## src/rtl/mc_ctrl_fsm.sv

```systemverilog
// Multi-cycle MIPS control unit: IF/ID/EX/MEM/WB sequencer.
// Decodes IR once in ID, holds the control fields registered until the next ID,
// issues per-phase datapath strobes, bounds memory waits with a timeout, resolves
// beq/bne from alu_zero and traps halt/illegal/bus errors into an absorbing HALT.
//
// Ports:
//   clk, rst_n          clock (rising edge), async active-low reset
//   inst                IR contents (opcode inst[31:26], funct inst[5:0])
//   imem_ready          instruction fetch data valid
//   dmem_ready          data access complete
//   alu_zero            ALU result zero, sampled in EX
//   state               IF=0 ID=1 EX=2 MEM=3 WB=4 HALT=5
//   ir_write, pc_write  IR/PC load strobes; pc_src selects PC+4/branch/jump
//   reg_dst, alu_src1, alu_src2, alu_ctrl, mem_to_reg   registered decode fields
//   mem_read, mem_write, reg_write                       datapath strobes
//   instr_done          pulse on last cycle of a retired instruction
//   halted, illegal, bus_err                             sticky status
module mc_ctrl_fsm #(
  parameter int unsigned INST_W      = 32,
  parameter int unsigned ALUC_W      = 4,
  parameter int unsigned MEM_TIMEOUT = 15
) (
  input  logic              clk,
  input  logic              rst_n,
  input  logic [INST_W-1:0] inst,
  input  logic              imem_ready,
  input  logic              dmem_ready,
  input  logic              alu_zero,
  output logic [2:0]        state,
  output logic              ir_write,
  output logic              pc_write,
  output logic [1:0]        pc_src,
  output logic              reg_dst,
  output logic              alu_src1,
  output logic              alu_src2,
  output logic [ALUC_W-1:0] alu_ctrl,
  output logic              mem_read,
  output logic              mem_write,
  output logic              mem_to_reg,
  output logic              reg_write,
  output logic              instr_done,
  output logic              halted,
  output logic              illegal,
  output logic              bus_err
);

  typedef enum logic [2:0] {
    StIf   = 3'b000,
    StId   = 3'b001,
    StEx   = 3'b010,
    StMem  = 3'b011,
    StWb   = 3'b100,
    StHalt = 3'b101
  } state_e;

  localparam logic [5:0] OpRtype = 6'h00, OpJ = 6'h02, OpBeq = 6'h04, OpBne = 6'h05;
  localparam logic [5:0] OpAddi = 6'h08, OpAndi = 6'h0C, OpOri = 6'h0D;
  localparam logic [5:0] OpLw = 6'h23, OpSw = 6'h2B, OpHalt = 6'h3F;
  localparam logic [5:0] FnSll = 6'h00, FnAdd = 6'h20, FnSub = 6'h22;
  localparam logic [5:0] FnAnd = 6'h24, FnOr = 6'h25, FnSlt = 6'h2A;

  localparam logic [ALUC_W-1:0] AluAnd  = ALUC_W'(4'b0000);
  localparam logic [ALUC_W-1:0] AluOr   = ALUC_W'(4'b0001);
  localparam logic [ALUC_W-1:0] AluAdd  = ALUC_W'(4'b0010);
  localparam logic [ALUC_W-1:0] AluSub  = ALUC_W'(4'b0110);
  localparam logic [ALUC_W-1:0] AluSlt  = ALUC_W'(4'b0111);
  localparam logic [ALUC_W-1:0] AluSll  = ALUC_W'(4'b1100);
  localparam logic [ALUC_W-1:0] AluHalt = ALUC_W'(4'b1111);

  localparam logic [7:0] Timeout = 8'(MEM_TIMEOUT);

  state_e            state_q;
  logic [7:0]        wait_q;
  logic              reg_dst_q, alu_src1_q, alu_src2_q, mem_to_reg_q;
  logic [ALUC_W-1:0] alu_ctrl_q;
  logic              is_lw_q, is_sw_q, is_beq_q, is_bne_q;
  logic              illegal_q, bus_err_q;

  logic [5:0]        opcode, funct;
  logic              d_reg_dst, d_alu_src1, d_alu_src2, d_mem_to_reg;
  logic [ALUC_W-1:0] d_alu_ctrl;
  logic              d_lw, d_sw, d_beq, d_bne, d_j, d_halt, d_illegal;
  logic              unused_inst_bits;

  assign opcode           = inst[INST_W-1 -: 6];
  assign funct            = inst[5:0];
  assign unused_inst_bits = ^inst[INST_W-7:6];

  // Combinational decode of the IR; only consumed while in ID.
  always_comb begin
    d_reg_dst    = 1'b0;
    d_alu_src1   = 1'b0;
    d_alu_src2   = 1'b0;
    d_alu_ctrl   = AluAnd;
    d_mem_to_reg = 1'b0;
    d_lw         = 1'b0;
    d_sw         = 1'b0;
    d_beq        = 1'b0;
    d_bne        = 1'b0;
    d_j          = 1'b0;
    d_halt       = 1'b0;
    d_illegal    = 1'b0;
    case (opcode)
      OpRtype: begin
        d_reg_dst = 1'b1;
        case (funct)
          FnAdd:   d_alu_ctrl = AluAdd;
          FnSub:   d_alu_ctrl = AluSub;
          FnAnd:   d_alu_ctrl = AluAnd;
          FnOr:    d_alu_ctrl = AluOr;
          FnSlt:   d_alu_ctrl = AluSlt;
          FnSll: begin
            d_alu_ctrl = AluSll;
            d_alu_src1 = 1'b1;
          end
          default: begin
            d_reg_dst = 1'b0;
            d_illegal = 1'b1;
          end
        endcase
      end
      OpAddi: begin d_alu_src2 = 1'b1; d_alu_ctrl = AluAdd; end
      OpAndi: begin d_alu_src2 = 1'b1; d_alu_ctrl = AluAnd; end
      OpOri:  begin d_alu_src2 = 1'b1; d_alu_ctrl = AluOr;  end
      OpLw: begin
        d_alu_src2   = 1'b1;
        d_alu_ctrl   = AluAdd;
        d_mem_to_reg = 1'b1;
        d_lw         = 1'b1;
      end
      OpSw:   begin d_alu_src2 = 1'b1; d_alu_ctrl = AluAdd; d_sw = 1'b1; end
      OpBeq:  begin d_alu_ctrl = AluSub; d_beq = 1'b1; end
      OpBne:  begin d_alu_ctrl = AluSub; d_bne = 1'b1; end
      OpJ:    d_j = 1'b1;
      OpHalt: begin d_alu_ctrl = AluHalt; d_halt = 1'b1; end
      default: d_illegal = 1'b1;
    endcase
  end

  always_ff @(posedge clk or negedge rst_n) begin
    if (!rst_n) begin
      state_q      <= StIf;
      wait_q       <= '0;
      reg_dst_q    <= 1'b0;
      alu_src1_q   <= 1'b0;
      alu_src2_q   <= 1'b0;
      alu_ctrl_q   <= '0;
      mem_to_reg_q <= 1'b0;
      is_lw_q      <= 1'b0;
      is_sw_q      <= 1'b0;
      is_beq_q     <= 1'b0;
      is_bne_q     <= 1'b0;
      illegal_q    <= 1'b0;
      bus_err_q    <= 1'b0;
    end else begin
      case (state_q)
        StIf: begin
          // A ready on the timeout cycle itself still wins.
          if (imem_ready) begin
            wait_q  <= '0;
            state_q <= StId;
          end else if (wait_q == Timeout) begin
            state_q   <= StHalt;
            bus_err_q <= 1'b1;
          end else begin
            wait_q <= wait_q + 8'd1;
          end
        end
        StId: begin
          reg_dst_q    <= d_reg_dst;
          alu_src1_q   <= d_alu_src1;
          alu_src2_q   <= d_alu_src2;
          alu_ctrl_q   <= d_alu_ctrl;
          mem_to_reg_q <= d_mem_to_reg;
          is_lw_q      <= d_lw;
          is_sw_q      <= d_sw;
          is_beq_q     <= d_beq;
          is_bne_q     <= d_bne;
          if (d_illegal) begin
            state_q   <= StHalt;
            illegal_q <= 1'b1;
          end else if (d_halt) begin
            state_q <= StHalt;
          end else if (d_j) begin
            state_q <= StIf;
          end else begin
            state_q <= StEx;
          end
        end
        StEx: begin
          if (is_beq_q || is_bne_q)    state_q <= StIf;
          else if (is_lw_q || is_sw_q) state_q <= StMem;
          else                         state_q <= StWb;
        end
        StMem: begin
          if (dmem_ready) begin
            wait_q  <= '0;
            state_q <= is_lw_q ? StWb : StIf;
          end else if (wait_q == Timeout) begin
            state_q   <= StHalt;
            bus_err_q <= 1'b1;
          end else begin
            wait_q <= wait_q + 8'd1;
          end
        end
        StWb:    state_q <= StIf;
        StHalt:  state_q <= StHalt;
        default: state_q <= StHalt;
      endcase
    end
  end

  // Strobes: decoded from state, registered fields and the phase's handshake input.
  always_comb begin
    ir_write   = 1'b0;
    pc_write   = 1'b0;
    pc_src     = 2'b00;
    mem_read   = 1'b0;
    mem_write  = 1'b0;
    reg_write  = 1'b0;
    instr_done = 1'b0;
    case (state_q)
      StIf: begin
        ir_write = imem_ready;
        pc_write = imem_ready;
      end
      StId: begin
        if (d_j) begin
          pc_write   = 1'b1;
          pc_src     = 2'b10;
          instr_done = 1'b1;
        end else if (d_halt) begin
          instr_done = 1'b1;
        end
      end
      StEx: begin
        if (is_beq_q || is_bne_q) begin
          pc_write   = is_beq_q ? alu_zero : ~alu_zero;
          pc_src     = 2'b01;
          instr_done = 1'b1;
        end
      end
      StMem: begin
        mem_read   = is_lw_q;
        mem_write  = is_sw_q;
        instr_done = is_sw_q & dmem_ready;
      end
      StWb: begin
        reg_write  = 1'b1;
        instr_done = 1'b1;
      end
      default: ;
    endcase
  end

  assign state      = state_q;
  assign reg_dst    = reg_dst_q;
  assign alu_src1   = alu_src1_q;
  assign alu_src2   = alu_src2_q;
  assign alu_ctrl   = alu_ctrl_q;
  assign mem_to_reg = mem_to_reg_q;
  assign halted     = (state_q == StHalt);
  assign illegal    = illegal_q;
  assign bus_err    = bus_err_q;

endmodule

```

## config.mk

```make
export PLATFORM = sky130hd
export DESIGN_NAME = mc_ctrl_fsm
export DESIGN_NICKNAME = d
export VERILOG_FILES = /design/src/rtl/mc_ctrl_fsm.sv
export SDC_FILE = /design/constraint.sdc
export NUM_CORES = 1
export LEC_CHECK = 0
export BUFFER_PORTS_ARGS = -buffer_cell sky130_fd_sc_hd__buf_2
export CAP_MARGIN = 20
export CELL_PAD_IN_SITES_DETAIL_PLACEMENT = 1
export CELL_PAD_IN_SITES_GLOBAL_PLACEMENT = 1
export CORE_ASPECT_RATIO = 0.8
export CORE_UTILIZATION = 35
export DETAILED_ROUTE_END_ITERATION = 10
export GPL_ROUTABILITY_DRIVEN = 0
export PLACE_DENSITY_LB_ADDON = 0.3
export SLEW_MARGIN = 0
export SYNTH_ARGS = -nofsm -noshare
export SYNTH_HDL_FRONTEND = slang
export SYNTH_SLANG_ARGS = --single-unit
```

## constraint.sdc

```tcl
create_clock -name clk -period 2.3 [get_ports clk]
set_input_delay 0.23 -clock clk [delete_from_list [all_inputs] [get_ports clk]]
set_output_delay 0.23 -clock clk [all_outputs]
set_load 0.05 [all_outputs]
```

==> Yosys cells after proc, flatten, opt, wreduce, memory -nomap -nowiden <==
Index checks and enable logic that the tools add are counted.
{ "classes": {"addsub": 1, "multipliers": 0, "n_div": 0, "order_cmp": 0, "n_eq_ne": 22, "shifts": 0, "mux": 48, "bitwise_logic": 2, "reduce_logical": 13} }
{ "op_table": {"columns": ["cell", "count"], "rows": [
  ["equality test 6 bit (second input constant)", 8],
  ["one-hot mux 4 bit (5 select lines)", 2],
  ["two-way mux 1 bit", 26],
  ["two-way mux 3 bit", 8],
  ["two-way mux 8 bit", 3],
  ["equality test 6 x 4 -> 1 bit (second input constant)", 3],
  ["one-hot mux 8 bit (2 select lines)", 1],
  ["one-hot mux 3 bit (5 select lines)", 1],
  ["equality test 6 x 3 -> 1 bit (second input constant)", 2],
  ["zero test 6 bit", 2],
  ["OR reduction 9 bit", 1],
  ["adder 8 x 1 -> 8 bit (second input constant)", 1],
  ["equality test 8 x 4 -> 1 bit (second input constant)", 1],
  ["equality test 3 x 2 -> 1 bit (second input constant)", 2],
  ["equality test 3 bit (second input constant)", 2],
  ["equality test 6 x 2 -> 1 bit (second input constant)", 1],
  ["OR reduction 6 bit", 1],
  ["OR reduction 5 bit", 1],
  ["two-way mux 2 bit", 2],
  ["inequality test 2 bit (second input constant)", 2],
  ["one-hot mux 1 bit (2 select lines)", 2],
  ["one-hot mux 1 bit (4 select lines)", 1],
  ["one-hot mux 2 bit (2 select lines)", 1],
  ["equality test 3 x 1 -> 1 bit (second input constant)", 1],
  ["10 further kinds", 11]
]} }
{ "totals": {"reg_bits": 24, "latch_bits": 0, "ram_bits": 0, "rom_bits": 0, "input_bits": 37, "out_inout_bits": 22, "elab_cells": 98, "mem_count": 0} }

==> Longest topological paths before layout <==
{ "logic_depth": {"depth_word": 6, "mapped_depth": 7, "ltp_nobuf": 6} }

==> Worst setup path after synthesis <==
OpenSTA, ideal clock, no wires.
{ "synth_timing": {"kind": "register to output", "start": "register state_q[2] (netlist: state[2])", "end": "output pc_write", "t_arrival_ns": 2.615, "required_ns": 2.070, "setup_slack_ns": -0.545, "stages_incl_launch_ff": 5, "n_path_buf": 1, "path_cell_list": "dfrtp_1 buf_2 nand2b_1 nor3_1 a211o_1"} }
{ "synth_between": {"elab_chain_cells": 2, "elab_cells_between_ends": 4, "classes_between": "eq/ne: 2; mux: 1; reduce/logical: 1"} }
{ "synth_lines": {"columns": ["item", "line_no", "text"], "rows": [
  ["from (decl)", "72", "state_e state_q;"],
  ["from (signal assigned)", "142", "state_q <= StIf;"],
  ["from (signal assigned)", "161", "state_q <= StId;"],
  ["from (signal assigned)", "163", "state_q <= StHalt;"],
  ["equality test 3 x 2 -> 1 bit, or another cell as far along", "222", "case (state_q)"],
  ["one-hot mux 1 bit (3 select lines) *", "222", null],
  ["to (decl)", "31", "output logic pc_write,"]
]} }
Mark *: on every way between the ends. The rest lies on a longest branch, timed or not.

==> Final worst setup path <==
{ "layout_timing": {"start": "register state_q[1] (netlist: state[1])", "end": "output pc_write"} }
The elaborated chain is that of the path after synthesis.

==> reports/metrics.yaml <==
seq_area_frac_synth_pct: 37.68
grt_pass1_vias: 1631
grt_setup_unrepaired: "no"
r2r_setup_slack_ns: 0.42
remaining_drc_errors: 0
route.met2.wl_mm: 1.959
period_minus_slack_ns: 2.135
finalMaxSlewViolations: 0
clk_pin_slew_ns: 0.09
ys_types: 52
yosys.area.top_type_share_pct: 37.68
initial_core_util_pct: 37.22
clkPwrFrac_pct: 32.6
p_sw_uw: 191.3
total_leakage_power_uw: 0.0008009
hold_viol_final: 0
io_buffers: 38
cp-startpoint: "state[1]"
timing.rr.start: "wait_q[0]"
viasPerCell: 5.458
status: "finished, final reports clean"
r2r-end: "state[2]"
worst_setup_path_end_kind: "primary output"
core_sq_mm: 0.004283
clk_latency_ns: 0.27
critPathCapture: "pc_write"
critPathMaxFanout: 13
max_freq_mhz: 468.4
finalCritPeriodShare_pct: 92.83
htreeDepth: 1
netlist_area_sq_mm: 0.001594
syn2layout_area_growth_pct: 18.45
final_area_sq_mm: 0.001888
yosys_warnings: 0
std_cell_rows: 21
dr_wl_met3_um: 163
cts_max_path_buffers: 2
vias: 1550
netlist_instances: 191
avgSynthCellArea_sq_um: 8.346
cts_buffers: 3
dp_hpwl_mm: 3.371
holdWs_ns: 0.2831
top_layer_used: "met4"
yosysTopAreaCell: "dfrtp_1"
switching_share_pct: 24.95
first_pass_iters: 4
postRouteAntennaNets: 0
grt_max_degree: 25
tightest_slew_ns: 0.5800
cap_violations: 0
post-cts-setup-buffer-count: 0
grt_pass1_wl_mm: 7.748
antenna_cells: 0
dieHeight_um: 62.36
synthTopCellsByArea: "dfrtp_1 38%, nand2_1 5.4%, nor2_1 4.5%"
die_x_um: 77.45
cp.arrival_ns: 1.91
crit_required_ns: 2.07
grt.overflow.total: 0
power_density_mw_per_mm2: 406.0
synth-main-ff-cell: "dfrtp_1"
cts.sinks: 24
min_path_type: "input port to flip-flop"
root_buffer: "clkbuf_8"
grt_antenna_before_repair: 0
synth.most_common_cell: "dfrtp_1"
grt_util_all_layers_pct: 19.88
clock_skew_ns: 0.005268
setup_tns_ns: 0
synthTopCellsByCount: "24 x dfrtp_1, 23 x nand2_1, 19 x nor2_1"
drt-initial-drc-count: 79
drive_gt1_share_pct: 25.99
fill_cells: 553
io_pins: 59
die_area_sq_mm: 0.004830
relSlewSlack_pct: 60.93
synth-edff-count: 0
startpoint_type: "flip-flop"
comb_power_share_pct: 11.2
finalSetupViolCount: 0
drt_wl_total_mm: 4.380
r2r_cells: 7
nNetsFinal: 267
post_drt_wl_per_cell_um: 15.42
internal_power_uw: 575.2
peakVddDrop_uv: 322.6
ys_seq_elements: 24
placed_area_sq_mm: 0.001837
async_flop_share_pct: 100.0
seqPwrFrac_pct: 56.3
wl_met1_mm: 2.245
critical_path_class: "flip-flop to primary output"
cts_tree: "built"
utilization_pct: 44.08
syn_nets: 229
-- how the worst min path moves through the flow --
stage,start,to,slack [ns],cells past startpoint
2_1_floorplan,rst_n,alu_ctrl[0],-0.07,0
3_3_place_gp,rst_n,state[2],0.26,1
3_5_place_dp,rst_n,bus_err,0.25,1
4_1_cts,inst[30],alu_src2,0.28,2
5_1_grt,inst[30],alu_src2,0.31,2
6_report,inst[30],alu_src2,0.28,2
-- cells in the final DEF, fill, tap and decap left out, types with 2 or more instances in the layout --
cell type  instances
nor2b_1            2
buf_2             38
nand3_1            6
clkbuf_8           3
inv_1              7
nor2_1            19
o311ai_0           2
a31oi_1            4
or2_2              2
or3_1              3
xnor2_1            3
dfrtp_1           24
mux2i_1            2
and2_1             6
o21ai_0           14
nand3b_1           2
nand4_1            4
o21a_1             5
o31ai_1            4
buf_4              4
and3_1             3
o2111ai_1          3
nand2b_1           3
nor3_2             3
nor3_1             4
o311ai_1           2
a21oi_1            8
nand2_1           23
-- area by class of cell --
class / instances / area (sq um) / area share, %
clock buffer: 3 / 41.29 / 2.187
inverter: 7 / 26.28 / 1.392
multi-input combinational: 150 / 918.4 / 48.64
sequential: 24 / 600.6 / 31.81
tap: 57 / 71.32 / 3.777
timing repair buffer: 43 / 230.2 / 12.19
-- registers in the layout, indices dropped and copies added, names as in the netlist --
register  cells
wait_q        8
alu_ctrl      4
state         3
alu_src1      1
alu_src2      1
bus_err       1
illegal       1
is_beq_q      1
is_bne_q      1
is_lw_q       1
is_sw_q       1
reg_dst       1
-- critical path, cell delays in order, from the launching register on --
cell and delay, ns:
dfrtp_1 0.52, or2_2 0.40, nor2_1 0.18, and2_1 0.19, a211o_2 0.10, buf_2 0.25
-- cell families after synthesis --
kind of cell    Yosys count  share of synthesized area [%]
mux                       3                          1.962
xor+xnor                  3                          1.649
compound gates           54                          22.92
simple gates             89                          29.91
buf+inv                  17                          5.102
fa+ha+maj                 1                         0.7848
flops                    24                          37.68
-- routing by layer --
layer  GRT usage, %  vias up
li1               -      763
met1          28.40      754
met2          32.19       31
met3          3.235        2
met4          2.830        0
met5              0        -
-- what timing repair did --
item,CTS,global route
hold buffers,1,0
endpoints found under the hold margin,24,0
resized for setup,0,0
-- per-stage QoR --
stage	total power (uW)	setup slack, ns	std cells
floorplan	485.0	0.004913	191
global placement	521.6	0.2875	280
detailed placement	524.2	0.2423	280
CTS	777.5	0.1403	284
global route	800.8	0.04248	284
finish	766.5	0.1649	284
-- power groups by stage --
| stage | registers (uW) | logic (uW) | clock network, uW |
|---|---|---|---|
| finish | 431 | 85.5 | 250 |
| CTS | 431 | 86.2 | 260 |
| global placement | 439 | 82.4 | 0 |
| global route | 432 | 97.6 | 272 |
| floorplan | 438 | 46.7 | 0 |
| detailed placement | 440 | 84.7 | 0 |
Power figures use the tool's default switching activity.
